$ cat config.mk
export PLATFORM = sky130hd
export DESIGN_NAME = dht_measure_scheduler
export DESIGN_NICKNAME = d
export VERILOG_FILES = /design/src/rtl/dht_sched_pkg.sv /design/src/rtl/dht_measure_scheduler_tick.sv /design/src/rtl/dht_measure_scheduler.sv
export SDC_FILE = /design/constraint.sdc
export NUM_CORES = 1
export LEC_CHECK = 0
export CORE_UTILIZATION = 40
export CTS_BUF_LIST = sky130_fd_sc_hd__clkbuf_8
export DETAILED_ROUTE_END_ITERATION = 6
export MAX_ROUTING_LAYER = met4
export PLACE_DENSITY = 0.6
export SLEW_MARGIN = 25
export SYNTH_ARGS = -nofsm -noshare
export SYNTH_HDL_FRONTEND = slang
export SYNTH_SLANG_ARGS = --single-unit
$ cat constraint.sdc
create_clock -name clk -period 10.35 [get_ports clk]
set_input_delay 3.105 -clock clk [delete_from_list [all_inputs] [get_ports clk]]
set_output_delay 3.105 -clock clk [all_outputs]
set_load 0.005 [all_outputs]
$ cat src/rtl/dht_sched_pkg.sv
// Shared types, constants and checksum helper for the DHT11 measurement scheduler.
package dht_sched_pkg;

   typedef enum logic [2:0] {
      S_IDLE      = 3'd0,
      S_START     = 3'd1,
      S_WAIT_RESP = 3'd2,
      S_SEND      = 3'd3,
      S_GAP       = 3'd4
   } sched_state_e;

   localparam logic [7:0]  ERR_BYTE_DEF = 8'h45;
   localparam int unsigned GOOD_LEN     = 5;
   localparam int unsigned ERR_LEN      = 1;

   // DHT11 frame is {hum_i, hum_d, tmp_i, tmp_d, chk}; chk is the byte sum mod 256.
   function automatic logic [7:0] dht_checksum(input logic [39:0] frame);
      return frame[39:32] + frame[31:24] + frame[23:16] + frame[15:8];
   endfunction

endpackage

$ cat src/rtl/dht_measure_scheduler_tick.sv
// Millisecond tick generator: one-cycle tick_o every TICK_DIV clocks, restartable.
module ms_tick_gen #(
   parameter int unsigned TICK_DIV = 100_000
) (
   input  logic clk,
   input  logic rst,
   input  logic clr_i,
   output logic tick_o
);

   localparam int unsigned   CW   = (TICK_DIV > 2) ? $clog2(TICK_DIV) : 1;
   localparam logic [CW-1:0] LAST = CW'(TICK_DIV - 1);
   localparam logic [CW-1:0] ONE  = CW'(1);
   // The clear cycle counts as the first cycle of the new period, so ticks
   // line up with whole milliseconds measured from the clearing event.
   localparam logic [CW-1:0] RESTART = (TICK_DIV > 1) ? ONE : '0;

   logic [CW-1:0] cnt_q, cnt_d;

   always_comb begin
      cnt_d = cnt_q + ONE;
      if (clr_i) begin
         cnt_d = RESTART;
      end else if (cnt_q == LAST) begin
         cnt_d = '0;
      end
   end

   always_ff @(posedge clk or posedge rst) begin
      if (rst) begin
         cnt_q <= '0;
      end else begin
         cnt_q <= cnt_d;
      end
   end

   assign tick_o = (cnt_q == LAST);

endmodule

$ cat src/rtl/dht_measure_scheduler.sv
// Schedules DHT11 measurements: merges requests, enforces re-trigger gap and
// response timeout, validates checksum and streams the result to the UART TX FIFO.
module dht_measure_scheduler
   import dht_sched_pkg::*;
#(
   parameter int unsigned TICK_DIV       = 100_000,
   parameter int unsigned MIN_GAP_MS     = 2000,
   parameter int unsigned TIMEOUT_MS     = 50,
   parameter int unsigned AUTO_PERIOD_MS = 5000,
   parameter logic [7:0]  ERR_BYTE       = ERR_BYTE_DEF
) (
   input  logic         clk,
   input  logic         rst,
   input  logic         req_btn,
   input  logic         req_uart,
   input  logic         auto_en,
   output logic         sensor_start,
   input  logic         sensor_valid,
   input  logic [39:0]  sensor_data,
   input  logic         tx_full,
   output logic         tx_wr,
   output logic [7:0]   tx_data,
   output logic [15:0]  disp_data,
   output logic         busy,
   output logic [7:0]   err_cnt,
   output sched_state_e dbg_state
);

   localparam int unsigned MS_TOP0 = (MIN_GAP_MS > TIMEOUT_MS) ? MIN_GAP_MS : TIMEOUT_MS;
   localparam int unsigned MS_TOP  = (AUTO_PERIOD_MS > MS_TOP0) ? AUTO_PERIOD_MS : MS_TOP0;
   localparam int unsigned MS_W    = $clog2(MS_TOP + 1);

   localparam logic [MS_W-1:0] MS_SAT   = '1;
   localparam logic [MS_W-1:0] MS_ONE   = MS_W'(1);
   localparam logic [MS_W-1:0] GAP_THR  = MS_W'(MIN_GAP_MS);
   localparam logic [MS_W-1:0] TO_THR   = MS_W'(TIMEOUT_MS);
   localparam logic [MS_W-1:0] AUTO_THR = MS_W'(AUTO_PERIOD_MS);

   sched_state_e    state_q, state_d;
   logic            pending_q, pending_d;
   logic [MS_W-1:0] ms_cnt_q, ms_cnt_d;
   logic [7:0]      err_cnt_q, err_cnt_d;
   logic [15:0]     disp_q, disp_d;
   logic [39:0]     buf_q, buf_d;
   logic [2:0]      bcnt_q, bcnt_d;
   logic            ovld_q, ovld_d;
   logic [7:0]      obyte_q, obyte_d;
   logic            ms_tick;
   logic            tick_clr;
   logic            fail;
   logic            tx_accept;

   assign tick_clr = (state_q == S_START);

   ms_tick_gen #(
      .TICK_DIV(TICK_DIV)
   ) u_tick (
      .clk   (clk),
      .rst   (rst),
      .clr_i (tick_clr),
      .tick_o(ms_tick)
   );

   // FIFO handshake: a byte is written in exactly the cycles where tx_wr=1, and
   // tx_wr is only raised while tx_full=0; otherwise the staged byte is held.
   assign tx_accept = ovld_q & ~tx_full;

   always_comb begin
      state_d   = state_q;
      pending_d = pending_q | req_btn | req_uart;
      ms_cnt_d  = ms_cnt_q;
      err_cnt_d = err_cnt_q;
      disp_d    = disp_q;
      buf_d     = buf_q;
      bcnt_d    = bcnt_q;
      ovld_d    = ovld_q;
      obyte_d   = obyte_q;
      fail      = 1'b0;

      if (state_q == S_IDLE && auto_en && ms_cnt_q >= AUTO_THR) begin
         pending_d = 1'b1;
      end

      if (state_q == S_START) begin
         ms_cnt_d = '0;
      end else if (ms_tick && ms_cnt_q != MS_SAT) begin
         ms_cnt_d = ms_cnt_q + MS_ONE;
      end

      case (state_q)
         S_IDLE: begin
            // Requests arriving in this cycle are folded into the measurement being launched.
            if (pending_q) begin
               state_d   = S_START;
               pending_d = 1'b0;
            end
         end
         S_START: begin
            state_d = S_WAIT_RESP;
         end
         S_WAIT_RESP: begin
            if (sensor_valid) begin
               if (dht_checksum(sensor_data) == sensor_data[7:0]) begin
                  buf_d   = sensor_data;
                  bcnt_d  = 3'(GOOD_LEN);
                  disp_d  = {sensor_data[39:32], sensor_data[23:16]};
                  state_d = S_SEND;
               end else begin
                  fail = 1'b1;
               end
            end else if (ms_cnt_q >= TO_THR) begin
               fail = 1'b1;
            end
         end
         S_SEND: begin
            // One-byte output stage: refill it whenever it is empty or being written.
            if (!ovld_q || tx_accept) begin
               if (bcnt_q != 3'd0) begin
                  ovld_d  = 1'b1;
                  obyte_d = buf_q[39:32];
                  buf_d   = {buf_q[31:0], 8'h00};
                  bcnt_d  = bcnt_q - 3'd1;
               end else begin
                  ovld_d  = 1'b0;
                  state_d = S_GAP;
               end
            end
         end
         S_GAP: begin
            if (ms_cnt_q >= GAP_THR) begin
               state_d = S_IDLE;
            end
         end
         default: begin
            state_d = S_IDLE;
         end
      endcase

      if (fail) begin
         if (err_cnt_q != 8'hFF) begin
            err_cnt_d = err_cnt_q + 8'd1;
         end
         buf_d   = {ERR_BYTE, 32'h0};
         bcnt_d  = 3'(ERR_LEN);
         state_d = S_SEND;
      end
   end

   always_ff @(posedge clk or posedge rst) begin
      if (rst) begin
         state_q   <= S_IDLE;
         pending_q <= 1'b0;
         ms_cnt_q  <= MS_SAT;
         err_cnt_q <= 8'h00;
         disp_q    <= 16'h0000;
         buf_q     <= 40'h0;
         bcnt_q    <= 3'd0;
         ovld_q    <= 1'b0;
         obyte_q   <= 8'h00;
      end else begin
         state_q   <= state_d;
         pending_q <= pending_d;
         ms_cnt_q  <= ms_cnt_d;
         err_cnt_q <= err_cnt_d;
         disp_q    <= disp_d;
         buf_q     <= buf_d;
         bcnt_q    <= bcnt_d;
         ovld_q    <= ovld_d;
         obyte_q   <= obyte_d;
      end
   end

   assign sensor_start = (state_q == S_START);
   assign busy         = (state_q != S_IDLE);
   assign tx_wr        = tx_accept;
   assign tx_data      = tx_accept ? obyte_q : 8'h00;
   assign disp_data    = disp_q;
   assign err_cnt      = err_cnt_q;
   assign dbg_state    = state_q;

endmodule
==> flow_summary.yaml, run 1 <==
timing:
  finalCriticalPeriod_ns: 7.72
  maxSlewHeadroom: 0.292
  clock.fmax_ghz: 0.130
  finalSetupViolations: 0
  hold_viol: 0
  whs_ns: 0.487
  drv_slew: 0
  fin_skew_ns: 0.00911
  worst_slew_pin_slew_ns: 1.06
  post-route-period-util: 0.746
  rsz0062_at_grt: "false"
  setup_tns_ns: 0
floorplan:
  std_cell_rows: 43
  initial_core_util: 0.417
  core_area_um2: 14100
  die_area_um2: 15200
  io_pins: 85
  die_w_um: 123
  die_h_um: 123
yosys:
  syn_nets: 634
  yosysSeqAreaShare: 0.471
  synth_top_family_by_area: "simple AND/OR/NAND/NOR gates"
  synth_enable_flop_cells: 0
  ys_ff_latch: 110
  synth_fa_ha_area_frac: 0.0754
  synth-simple-area-share: 0.161
  synth_top_area_share: 0.413
  synth-compound-area-share: 0.0843
  muxShareOfSynthArea: 0.101
  synthArstFlopShare: 1.00
  synthFlopType: "dfrtp_1"
  synth_xor_area_frac: 0.0715
  synth_top_area_cell: "dfrtp_1"
  ys_warn_count: 0
  syn_avg_cell_area_um2: 10.5
  netlist_area_um2: 5880
  synth_cell_types: 48
  synth.top_cells.by_area: "dfrtp_1 (41%), dfstp_2 (5.8%), mux2i_1 (5.1%)"
  postSynthCellCount: 560
route:
  routed_wirelength_um: 13300
  drt_iter0_drc: 258
  top_layer: "met4"
  firstDrtPassIters: 4
  drc_errors: 0
  viasPerCell: 5.24
  wl_met3_um: 364
  vias: 4290
  wl_met2_um: 5950
  drt-met1-wl_um: 6750
  avgRoutedWirePerCell_um: 16.3
  ant_nets: 0
hold_path:
  hold_path_depth: 2
  hold_class: "reg2reg"
critical_path:
  worstPathRequired_ns: 7.25
  path_class: "in2out"
  critPathSlowestCell: "clkdlybuf4s50_1"
  worst-path-stages: 4
  crit_top_cell: "clkdlybuf4s50_1"
  r2r.worst_path.cells: 5
  critPathBufInv: 2
  critPathTopFamily: "buffers and inverters"
  start_kind: "input port"
  crit_arrival_ns: 4.61
  cp_max_fo: 9
  cpPeakStageDelay_ns: 0.49
  crit_chain: "clkdlybuf4s50_1 > nor2b_1 > and2_1 > clkdlybuf4s50_1"
  end_kind: "output port"
final_layout:
  nets: 708
  diodes: 0
  post-route-util: 0.503
  area_growth_syn_to_layout_pct: 20.6
  layout-drive-gt1-share: 0.116
pwr:
  leakage_nw: 3.14
  powerDensity_nw_per_um2: 227
  vdd_drop_max_mv: 0.116
clock_tree:
  clock_path_buffers: 2
  ctsResizeCount: 0
  cts_tree: "done"
  clock_sinks: 110
  root_buffer: "clkbuf_8"
  clk_pin_slew_ns: 0.10
  post-cts-setup-buffers: 0
  hold_buffers: 0
  cts_max_level: 3
  clk_latency_ns: 0.39
  cts_buffers: 9
global_routing:
  antenna_found_initial: 0
  grt_pass1_wl_um: 22000
  grt-ovfl-total: 0
  grt_pass1_vias: 4191
  grt_max_degree: 69
  grt.total_usage: 0.196
placed_design:
  io_buffers: 84
  hpwl_um: 9650
  gp_congestion: 0.860
outcome:
  status: "finished clean"
run:
  max_cap_violations: 0
==> area by class of cell <==
class	count	area [µm²]
Multi-Input combinational cell	398	2930
Fill cell	1310	7010
Clock inverter	6	46.3
Timing Repair Buffer	90	886
Tap cell	180	225
Sequential cell	110	2770
Inverter	25	96.3
Clock buffer	10	138
==> worst min-delay path: cells and delay by family (launching register included) <==
kind             cells  cell delay, ns
AO/OA/AOI/OAI        1            0.06
flip-flops           1            0.35
AND/OR/NAND/NOR      1            0.05
==> report_power, final <==
part	switching (mW)	internal, mW	total, mW	leakage (nW)
Clock	0.155	0.0955	0.251	0.0889
Sequential	0.0952	0.564	0.660	1.38
Combinational	0.374	0.327	0.701	1.68
==> registers in the layout, summed over array words and instances (netlist names) <==
signal	count
dbg_state	3
buf_q	40
ovld_q	1
disp_data	16
err_cnt	8
pending_q	1
ms_cnt_q	13
obyte_q	8
u_tick.cnt_q	17
bcnt_q	3
==> placed cells by master (no fill, tap or decap), drive strengths merged, types with 19 or more instances in the layout <==
master	count
nand2	54
mux2	26
xnor2	29
dfrtp	97
o31ai	29
nand3	38
mux2i	30
inv	26
nor2	42
xor2	19
clkdlybuf4s50	84
==> logic make-up after synthesis <==
family,Yosys count
compound gates,74
xor+xnor,48
fa+ha+maj,27
buf+inv,52
flops,110
mux,56
simple gates,193
==> cell usage after synthesis (all sizes together), types with 3 or more instances <==
cell type,number
nor3,3
xnor2,29
o31ai,29
xor2,19
clkbuf,18
a31oi,3
and3,9
nand2,54
mux2i,30
and2,9
o21ai,18
fa,14
a21oi,9
dfstp,13
ha,13
nor2b,4
inv,25
o22a,3
dfrtp,97
nand4,8
or2,4
or3,4
buf,9
nand2b,4
mux2,26
nand3,38
nor2,42
nor4,7
==> worst paths after layout <==
| kind | startpoint | end | slack (ns) |
|---|---|---|---|
| max | tx_full | tx_data[3] | 2.63 |
| min | buf_q[15] | buf_q[15] | 0.49 |
| max in group asynchronous | rst | buf_q[13] | 6.00 |
| min in group asynchronous | rst | u_tick.cnt_q[4] | 3.15 |
| max reg2reg | dbg_state[1] | disp_data[13] | 7.60 |
| min reg2reg | buf_q[15] | buf_q[15] | 0.49 |
==> routing by layer <==
| metal | GRT usage | up-vias |
|---|---|---|
| met5 | - | - |
| met4 | 0.0783 | 0 |
| met3 | 0.0249 | 16 |
| met2 | 0.279 | 79 |
| met1 | 0.283 | 2107 |
| li1 | - | 2088 |
==> per-stage QoR <==
step           area, µm²  instances  worst slack (ns)  total power, mW
2_1_floorplan       5880        560              3.69             1.13
3_3_place_gp        6900        803              2.65             1.35
3_5_place_dp        6900        803              2.57             1.38
4_1_cts             7090        819              2.58             1.63
5_1_grt             7090        819              2.50             1.74
6_report            7090        819              2.63             1.61
(Power assumes the default switching activity.)
==> run 2, diff against run 1 <==
Clock period 10.35 ns to 7.5 ns, I/O delays scaled along.
==> run 2 against run 1 <==
  * Final area increased by 0.34%
  * Non-clock buffer count increased by 1
  * Wire length decreased by 2.8%
  * Critical path type is now in2reg
  * Critical path depth increased by 10
  * Sequential power increased by 38%
  * Register-to-register slack got worse by 2.8 ns
  * Die area unchanged
  * Final cell count increased by 0.12%
  * Setup slack got worse by 1.3 ns
  * Combinational power increased by 37%
==> flow_summary.yaml, run 2 (synthesis results as in run 1) <==
final_layout:
  layout-drive-gt1-share: 0.116
  area_growth_syn_to_layout_pct: 21.0
  stdcell_area_um2: 7110
  final_cell_mix: "dfrtp_1 (97), clkdlybuf4s50_1 (84), nand2_1 (53), nor2_1 (40), nand3_1 (38)"
  nets: 709
  post-route-util: 0.504
  diodes: 0
  largest-register: "buf_q"
  largest_register_ffs: 40
  layout_commonest_cell: "dfrtp_1"
timing:
  fin_skew_ns: 0.00942
  rsz0062_at_grt: "false"
  maxSlewHeadroom: 0.424
  post-route-period-util: 0.819
  whs_ns: 0.483
  worst_slew_pin_slew_ns: 0.865
  setup_tns_ns: 0
  hold_viol: 0
  drv_slew: 0
  finalCriticalPeriod_ns: 6.14
  clock.fmax_ghz: 0.163
  finalSetupViolations: 0
clock_tree:
  clk_pin_slew_ns: 0.09
  clock_sinks: 110
  cts_max_level: 3
  post-cts-setup-buffers: 0
  clk_latency_ns: 0.38
  clock_path_buffers: 2
  ctsResizeCount: 0
  cts_tree: "done"
  hold_buffers: 0
  root_buffer: "clkbuf_8"
  cts_buffers: 9
route:
  drt-met1-wl_um: 6510
  avgRoutedWirePerCell_um: 15.8
  drc_errors: 0
  top_layer: "met4"
  wl_met3_um: 441
  routed_wirelength_um: 12900
  vias: 4239
  wl_met2_um: 5750
  ant_nets: 0
  firstDrtPassIters: 4
  viasPerCell: 5.17
  drt_iter0_drc: 203
placed_design:
  io_buffers: 84
  place_area_um2: 6900
  hpwl_um: 9470
  gp_congestion: 0.903
pwr:
  p_int_mw: 1.40
  powerDensity_nw_per_um2: 315
  p_switching_uw: 838
  combPwrFrac: 0.429
  leakage_nw: 3.17
  seqPwrFrac: 0.407
  total_power_mw: 2.24
  swShare: 0.374
  vdd_drop_max_mv: 0.150
  p_clk_frac: 0.164
floorplan:
  die_w_um: 123
  die_area_um2: 15200
  die_h_um: 123
  initial_core_util: 0.417
  io_pins: 85
  core_area_um2: 14100
  std_cell_rows: 43
global_routing:
  grt.total_usage: 0.195
  antenna_found_initial: 0
  grt_pass1_wl_um: 21900
  grt_pass1_vias: 4236
  grt-ovfl-total: 0
  grt_max_degree: 70
critical_path:
  cpPeakStageDelay_ns: 0.56
  worstPathRequired_ns: 7.78
  path_class: "in2reg"
  start_kind: "input port"
  crit_arrival_ns: 6.42
  critPathSlowestCell: "fa_1"
  crit_chain: "clkdlybuf4s50_1 > fa_1 > inv_1 > fa_1 > inv_1 > ha_1 > inv_1 > fa_1 > xor2_1 > nand4_1 > nor4_1 > a31oi_4 > buf_4 > o31ai_1"
  worst-path-stages: 14
  r2r.worst_path.cells: 6
  end_kind: "register"
  critPathTopFamily: "adder cells"
  cp_max_fo: 27
  critPathBufInv: 5
outcome:
  status: "finished clean"
hold_path:
  hold_class: "reg2reg"
  hold_path_depth: 2
run:
  max_cap_violations: 0
==> run 2: cell type report <==
cell class	instances	area [µm²]
well taps	180	225
clock inverters	5	48.8
fillers	1315	6990
clock buffers	11	151
inverters	25	96.3
multi-input cells	398	2930
flip-flops and latches	110	2770
repair buffers	91	893
==> run 2: path summary, 6_finish.rpt <==
| kind | from | end | slack (ns) |
|---|---|---|---|
| worst max-delay path | sensor_data[9] | buf_q[12] | 1.36 |
| worst min-delay path | buf_q[39] | buf_q[39] | 0.48 |
| worst max register to register | dbg_state[1] | buf_q[12] | 4.82 |
| worst min register to register | buf_q[39] | buf_q[39] | 0.48 |
| max in group asynchronous | rst | disp_data[6] | 3.98 |
| min in group asynchronous | rst | u_tick.cnt_q[4] | 2.25 |
==> run 2: stage by stage <==
step	cells	worst slack, ns
floorplan	560	1.88
global placement	804	1.14
detailed placement	804	0.988
CTS	820	1.41
global route	820	1.13
finish	820	1.36
==> run 2: power by group through the flow <==
stage | registers, mW | logic (mW) | clock network (mW)
2_1_floorplan | 0.877 | 0.685 | 0
3_3_place_gp | 0.915 | 0.939 | 0
3_5_place_dp | 0.924 | 0.963 | 0
4_1_cts | 0.913 | 0.966 | 0.383
5_1_grt | 0.939 | 1.08 | 0.404
6_report | 0.911 | 0.960 | 0.367
==> run 2: metal layers <==
layer / up-vias / global-route usage
met4: 0 / 0.0761
met2: 76 / 0.282
met3: 17 / 0.0249
li1: 2090 / -
met1: 2056 / 0.279
met5: - / -
==> run 2: worst register-to-register path, cell delays in order, from the launching register on <==
cell and delay [ns]:
dfrtp_1 0.53, nor2b_1 0.42, nand2b_1 0.19, nand2b_1 0.25, a31oi_4 0.64, buf_4 0.38
o31ai_1 0.13
==> RTL change 1, RTL diff (settings of run 2) <==
The parameter `TIMEOUT_MS` goes from 50 to 25.
--- a/src/rtl/dht_measure_scheduler.sv
+++ b/src/rtl/dht_measure_scheduler.sv
@@ -5,7 +5,7 @@
 #(
    parameter int unsigned TICK_DIV       = 100_000,
    parameter int unsigned MIN_GAP_MS     = 2000,
-   parameter int unsigned TIMEOUT_MS     = 50,
+   parameter int unsigned TIMEOUT_MS     = 25,
    parameter int unsigned AUTO_PERIOD_MS = 5000,
    parameter logic [7:0]  ERR_BYTE       = ERR_BYTE_DEF
 ) (
Behaviour: same outputs for any inputs over 10 cycles, from zero or initial values and one cycle with rst high; that may be too few to reach the edited logic, so the function may still have changed.
==> RTL change 1 against run 2 <==
  * Worst setup slack got worse by 0.26 ns
  * Die area up 2.4%
  * Synthesized area is 2.5% higher
  * Critical path depth up 1
  * Hold slack better by 0.019 ns
  * Cell count increased by 1.5%
  * Core utilization decreased by 0.72 points
  * Combinational power rose by 14%
  * Cell area up 2.0%
  * Sequential cell count did not move
  * Total power rose by 7.8%
  * Wire length is 0.29% lower
  * Global-route usage decreased by 1.5 points
  * Critical path type unchanged
  * Critical endpoint is now disp_data[2]
==> RTL change 1: results (changes against run 2) <==
| Metric | Value |
|---|---|
| Post-detail-place hpwl | 9240 um (-2.4%) |
| Synth Area in Compound Gates | 8.89% (+0.46 points) |
| Largest net degree at the start of global routing | 71 (+1.4%) |
| Synth Area in XOR/XNOR | 6.40% (-0.76 points) |
| Vias in the first global route | 4325 (+2.1%) |
| Post-synthesis cell area | 0.00602 sq mm (+2.5%) |
| Worst-path maximum fanout | 11 (-59%) |
| Placed cell areas | 0.00705 sq mm (+2.2%) |
| Hold_sp | pending_q |
| Synth unique cells | 54 (+13%) |
| Initial DRC count | 261 (+29%) |
| Sequential share of the synthesized area | 46.0% (-1.1 points) |
| #MultiIn Comb | 408 (+2.5%) |
| First-pass GRT wire length | 22000 um (about the same) |
| Final-layout clock-cell area share | 2.79% (-0.021 points) |
| Finished Cell Area | 0.00725 sq mm (+2.0%) |
| Critical R2R Launch | ms_cnt_q[1] |
| Max VDD drop | 169 uV (+13%) |
| Clock slew at reported path FFs | about 0.10 ns |
| Avg Cell Area, Syn | 10.7 sq um (+1.6%) |
| CP arrival | 6.66 ns (+0.24 ns) |
| Worst Skew | 0.0164 ns (+0.00700 ns) |
| Synthesized Nets | 640 (+0.95%) |
| R2r setup slk | 4.61 ns (-0.21 ns) |
| Largest register FFs | 40 (unchanged) |
| Vias per cell | 5.16 (-0.19%) |
| Outcome | completed |
| Post-synthesis mux area share | 10.6% (+0.46 points) |
| # clk buffers | 11 (unchanged) |
| Multi-input logic area | 0.00305 sq mm (+4.4%) |
| Initial antenna violation count | 0 (unchanged) |
| Routed wire length | 12900 um (-0.29%) |
| Reg-to-reg endpoint | bcnt_q[2] |
| Signal buffers share of area | 12.6% (+0.027 points) |
| Reg2Reg Depth | 10 (+4) |
| Hold EP | pending_q |
| # nets final | 718 (+1.3%) |
| RD Place Congestion | 0.840 (-7.0%) |
| Placed Cells | 816 (+1.5%) |
| Top cells by count, synth | 97 x dfrtp_1, 72 x nor2_1, 32 x a211oi_1, 32 x mux2i_1 |
| Share of cells above drive strength 1 | 12.3% (+0.78 points) |
| Worst slew pin tran | 0.879 ns (+0.0140 ns) |
| DP Worst Slack | 0.688 ns (-0.300 ns) |
| Dominant cells by area after synthesis | dfrtp_1 40%, dfstp_2 5.7%, mux2i_1 5.3% |
| Synth Area in Adders | 7.56% (+0.025 points) |
| Non-clk invs | 22 (-12%) |
| Hold path cells | 1 (-1) |
| Leakage | 3.13 nW (-1.3%) |
| Fill count | 1299 (-1.2%) |
| Non-clock buffer count | 92 (+1.1%) |
| Sequential cells | 110 (unchanged) |
| Routed WL per cell | 15.5 um (-1.7%) |
| GRT Util Overall | 18.0% (-1.5 points) |
| Worst hold slack | 0.502 ns (+0.0191 ns) |
RTL change 1: worst max-delay path by stage:
stage	start	end	slack [ns]	depth (start not counted)
after floorplan	sensor_data[9]	disp_data[0]	1.62	14
after global placement	sensor_data[9]	disp_data[3]	0.79	15
after detailed placement	sensor_data[9]	disp_data[2]	0.69	15
after CTS	sensor_data[9]	disp_data[2]	1.09	15
after global routing	sensor_data[9]	disp_data[2]	0.80	15
final	sensor_data[9]	disp_data[2]	1.10	15
RTL change 1: where the power goes:
group / internal, W / total, W / switching [W]
registers: 0.000801 / 0.000957 / 0.000156
clock network: 0.000171 / 0.000369 / 0.000198
logic: 0.000533 / 0.00109 / 0.000555
total: 0.00150 / 0.00241 / 0.000909
RTL change 1: per-layer routing:
layer | track usage (%) | part of all wire, % | vias up
met5 | - | 0 | -
met4 | 4.46 | 0.84 | 0
met3 | 3.18 | 2.8 | 7
met2 | 26.6 | 45 | 84
met1 | 25.5 | 51 | 2083
li1 | - | - | 2119
==> RTL change 2, RTL diff (settings of run 2) <==
Made on the original files. `buf_q` and `obyte_q` no longer have a reset.
--- a/src/rtl/dht_measure_scheduler.sv
+++ b/src/rtl/dht_measure_scheduler.sv
@@ -153,21 +153,22 @@
          ms_cnt_q  <= MS_SAT;
          err_cnt_q <= 8'h00;
          disp_q    <= 16'h0000;
-         buf_q     <= 40'h0;
          bcnt_q    <= 3'd0;
          ovld_q    <= 1'b0;
-         obyte_q   <= 8'h00;
       end else begin
          state_q   <= state_d;
          pending_q <= pending_d;
          ms_cnt_q  <= ms_cnt_d;
          err_cnt_q <= err_cnt_d;
          disp_q    <= disp_d;
-         buf_q     <= buf_d;
          bcnt_q    <= bcnt_d;
          ovld_q    <= ovld_d;
-         obyte_q   <= obyte_d;
       end
+   end
+
+   always_ff @(posedge clk) begin
+      buf_q   <= buf_d;
+      obyte_q <= obyte_d;
    end
 
    assign sensor_start = (state_q == S_START);
Function: same outputs for any inputs over 10 cycles, from zero or initial values and one cycle with rst high; that may be too few to reach the edited logic, so the function may still have changed.
==> RTL change 2 against run 2 <==
  * Total power down 11%
  * Combinational power is 20% lower
  * Worst setup slack lost 0.039 ns
  * Sequential cell count stayed put
  * Clock skew barely moved
  * Synthesized area shrank 1.0%
  * Wire length is 4.0% lower
  * Cell area decreased by 1.5%
  * Critical path type is now primary input to primary output
==> RTL change 2: results (changes against run 2) <==
| Metric | Value |
|---|---|
| Outcome | completed |
| Synth async-reset ratio | 56.4% (-44 points) |
| Synth Instances | 556 (-0.71%) |
| TritonCTS buffer count | 9 (unchanged) |
| Final-layout clock-cell area share | 2.70% (-0.12 points) |
| Top cells by count, synth | 80 x nor2_1, 49 x dfrtp_1, 40 x dfxtp_1, 33 x inv_1, 26 x mux2i_1 |
| CTS max path bufs | 2 (unchanged) |
| Synthesized Nets | 630 (-0.63%) |
| H-tree depth | 3 (unchanged) |
| Slowest cell on the critical path | clkdlybuf4s50_1 |
| Fill count | 1314 (-0.076%) |
| Placed Cells | 801 (-0.37%) |
| Initial antenna violation count | 0 (unchanged) |
| Multi-input logic area | 0.00296 sq mm (+1.0%) |
| Clock slew at reported path FFs | 0.11 ns (+0.02 ns) |
| Largest net degree at the start of global routing | 63 (-10%) |
| Routed WL per cell | 15.2 um (-3.7%) |
| Sequential cells | 110 (unchanged) |
| Ys flop type | dfrtp_1 |
| Slowest stage delay, CP | 0.50 ns (-0.06 ns) |
| Largest register FFs | 40 (unchanged) |
| Initial DRC count | 253 (+25%) |
| Sequential share of the synthesized area | 44.9% (-2.3 points) |
| FF/Latch Area | 0.00261 sq mm (-5.8%) |
| Pre-antenna DRT Iters | 4 (unchanged) |
| #MultiIn Comb | 388 (-2.5%) |
| Leakage | 2.86 nW (-9.8%) |
| Non-clock buffer count | 90 (-1.1%) |
| Dominant cells by area after synthesis | dfrtp_1 21%, dfxtp_1 14%, dfstp_2 5.9% |
| Seq area share | 37.3% (-1.7 points) |
| Post-detail-place hpwl | 9000 um (-4.9%) |
| Resized cells post-CTS | 0 (unchanged) |
| Signal buffers share of area | 12.8% (+0.27 points) |
| CP arrival | 3.93 ns (-2.49 ns) |
| Worst Skew | 0.00906 ns (-0.000366 ns) |
| Share of cells above drive strength 1 | 11.6% (+0.054 points) |
| RD Place Congestion | 0.814 (-9.9%) |
| GRT Util Overall | 18.8% (-0.76 points) |
| Non-clk invs | 33 (+32%) |
| Max VDD drop | 133 uV (-11%) |
| Root Driver | clkbuf_8 |
| # nets final | 706 (-0.42%) |
| Via count | 4172 (-1.6%) |
| Switching Share | 36.9% (-0.56 points) |
| Worst-path maximum fanout | 9 (-67%) |
| Top reg by flops | buf_q |
| HP Class | flip-flop to flip-flop |
| Relative slew margins | 45.4% (+3.0 points) |
| Clk_lat worst skew | 0.39 ns |
| EDFF count, synth | 8 (+8) |
| Synth warn | 0 (unchanged) |
| # Post-CTS Setup Buffers | 0 (unchanged) |
| Routed wire length | 12400 um (-4.0%) |
| CP top delay family | buffers and inverters |
| Fin util | 49.9% (-0.58 points) |
| Diode count | 0 (unchanged) |
| DP Worst Slack | 0.989 ns (+0.000886 ns) |
| Synth unique cells | 58 (+21%) |
| Placed cell areas | 0.00681 sq mm (-1.4%) |
| First-pass GRT wire length | 20900 um (-4.7%) |
## RTL change 2: changes by cell type after synthesis, moves of 11 or more
cell | before | now
nor2_1 | 40 | 80
nand3_1 | 38 | 21
dfxtp_1 | 0 | 40
a21oi_1 | 9 | 20
mux2_2 | 26 | 11
nand2_1 | 54 | 25
o31ai_1 | 29 | 0
a211oi_1 | 0 | 22
dfrtp_1 | 97 | 49
## RTL change 2: path summary, 6_finish.rpt
path,from,end,slack [ns],cells past startpoint
worst max-delay path,tx_full,tx_data[4],1.32,4
worst max register to register,dbg_state[1],buf_q[37],4.49,8
min in group asynchronous,rst,disp_data[3],2.40,3
worst min register to register,buf_q[38],obyte_q[6],0.45,0
worst min-delay path,buf_q[38],obyte_q[6],0.45,0
max in group asynchronous,rst,u_tick.cnt_q[13],4.57,3
## RTL change 2: power groups by stage
stage	clock (W)	combinational [W]	sequential [W]
2_1_floorplan	0	0.000556	0.000848
3_3_place_gp	0	0.000762	0.000870
3_5_place_dp	0	0.000781	0.000875
4_1_cts	0.000370	0.000784	0.000864
5_1_grt	0.000393	0.000879	0.000888
6_report	0.000354	0.000772	0.000862
## RTL change 2: metal layers
metal | GRT usage (%) | vias to the layer above | routed length, um
li1 | - | 2075 | -
met1 | 25.0 | 2004 | 5970
met2 | 28.7 | 81 | 5830
met3 | 4.32 | 12 | 476
met4 | 4.95 | 0 | 150
met5 | - | - | 0
## RTL change 2: kinds of logic after synthesis
| group | count (synthesis) | share of synthesized area [%] |
|---|---|---|
| adders and majority gates | 27 | 7.62 |
| buffers and inverters | 58 | 4.50 |
| xor gates and xnor gates | 42 | 6.80 |
| and+or+nand+nor | 187 | 15.8 |
| DFF | 110 | 44.9 |
| muxes | 45 | 8.15 |
| AOI/OAI and AO/OA | 87 | 12.3 |
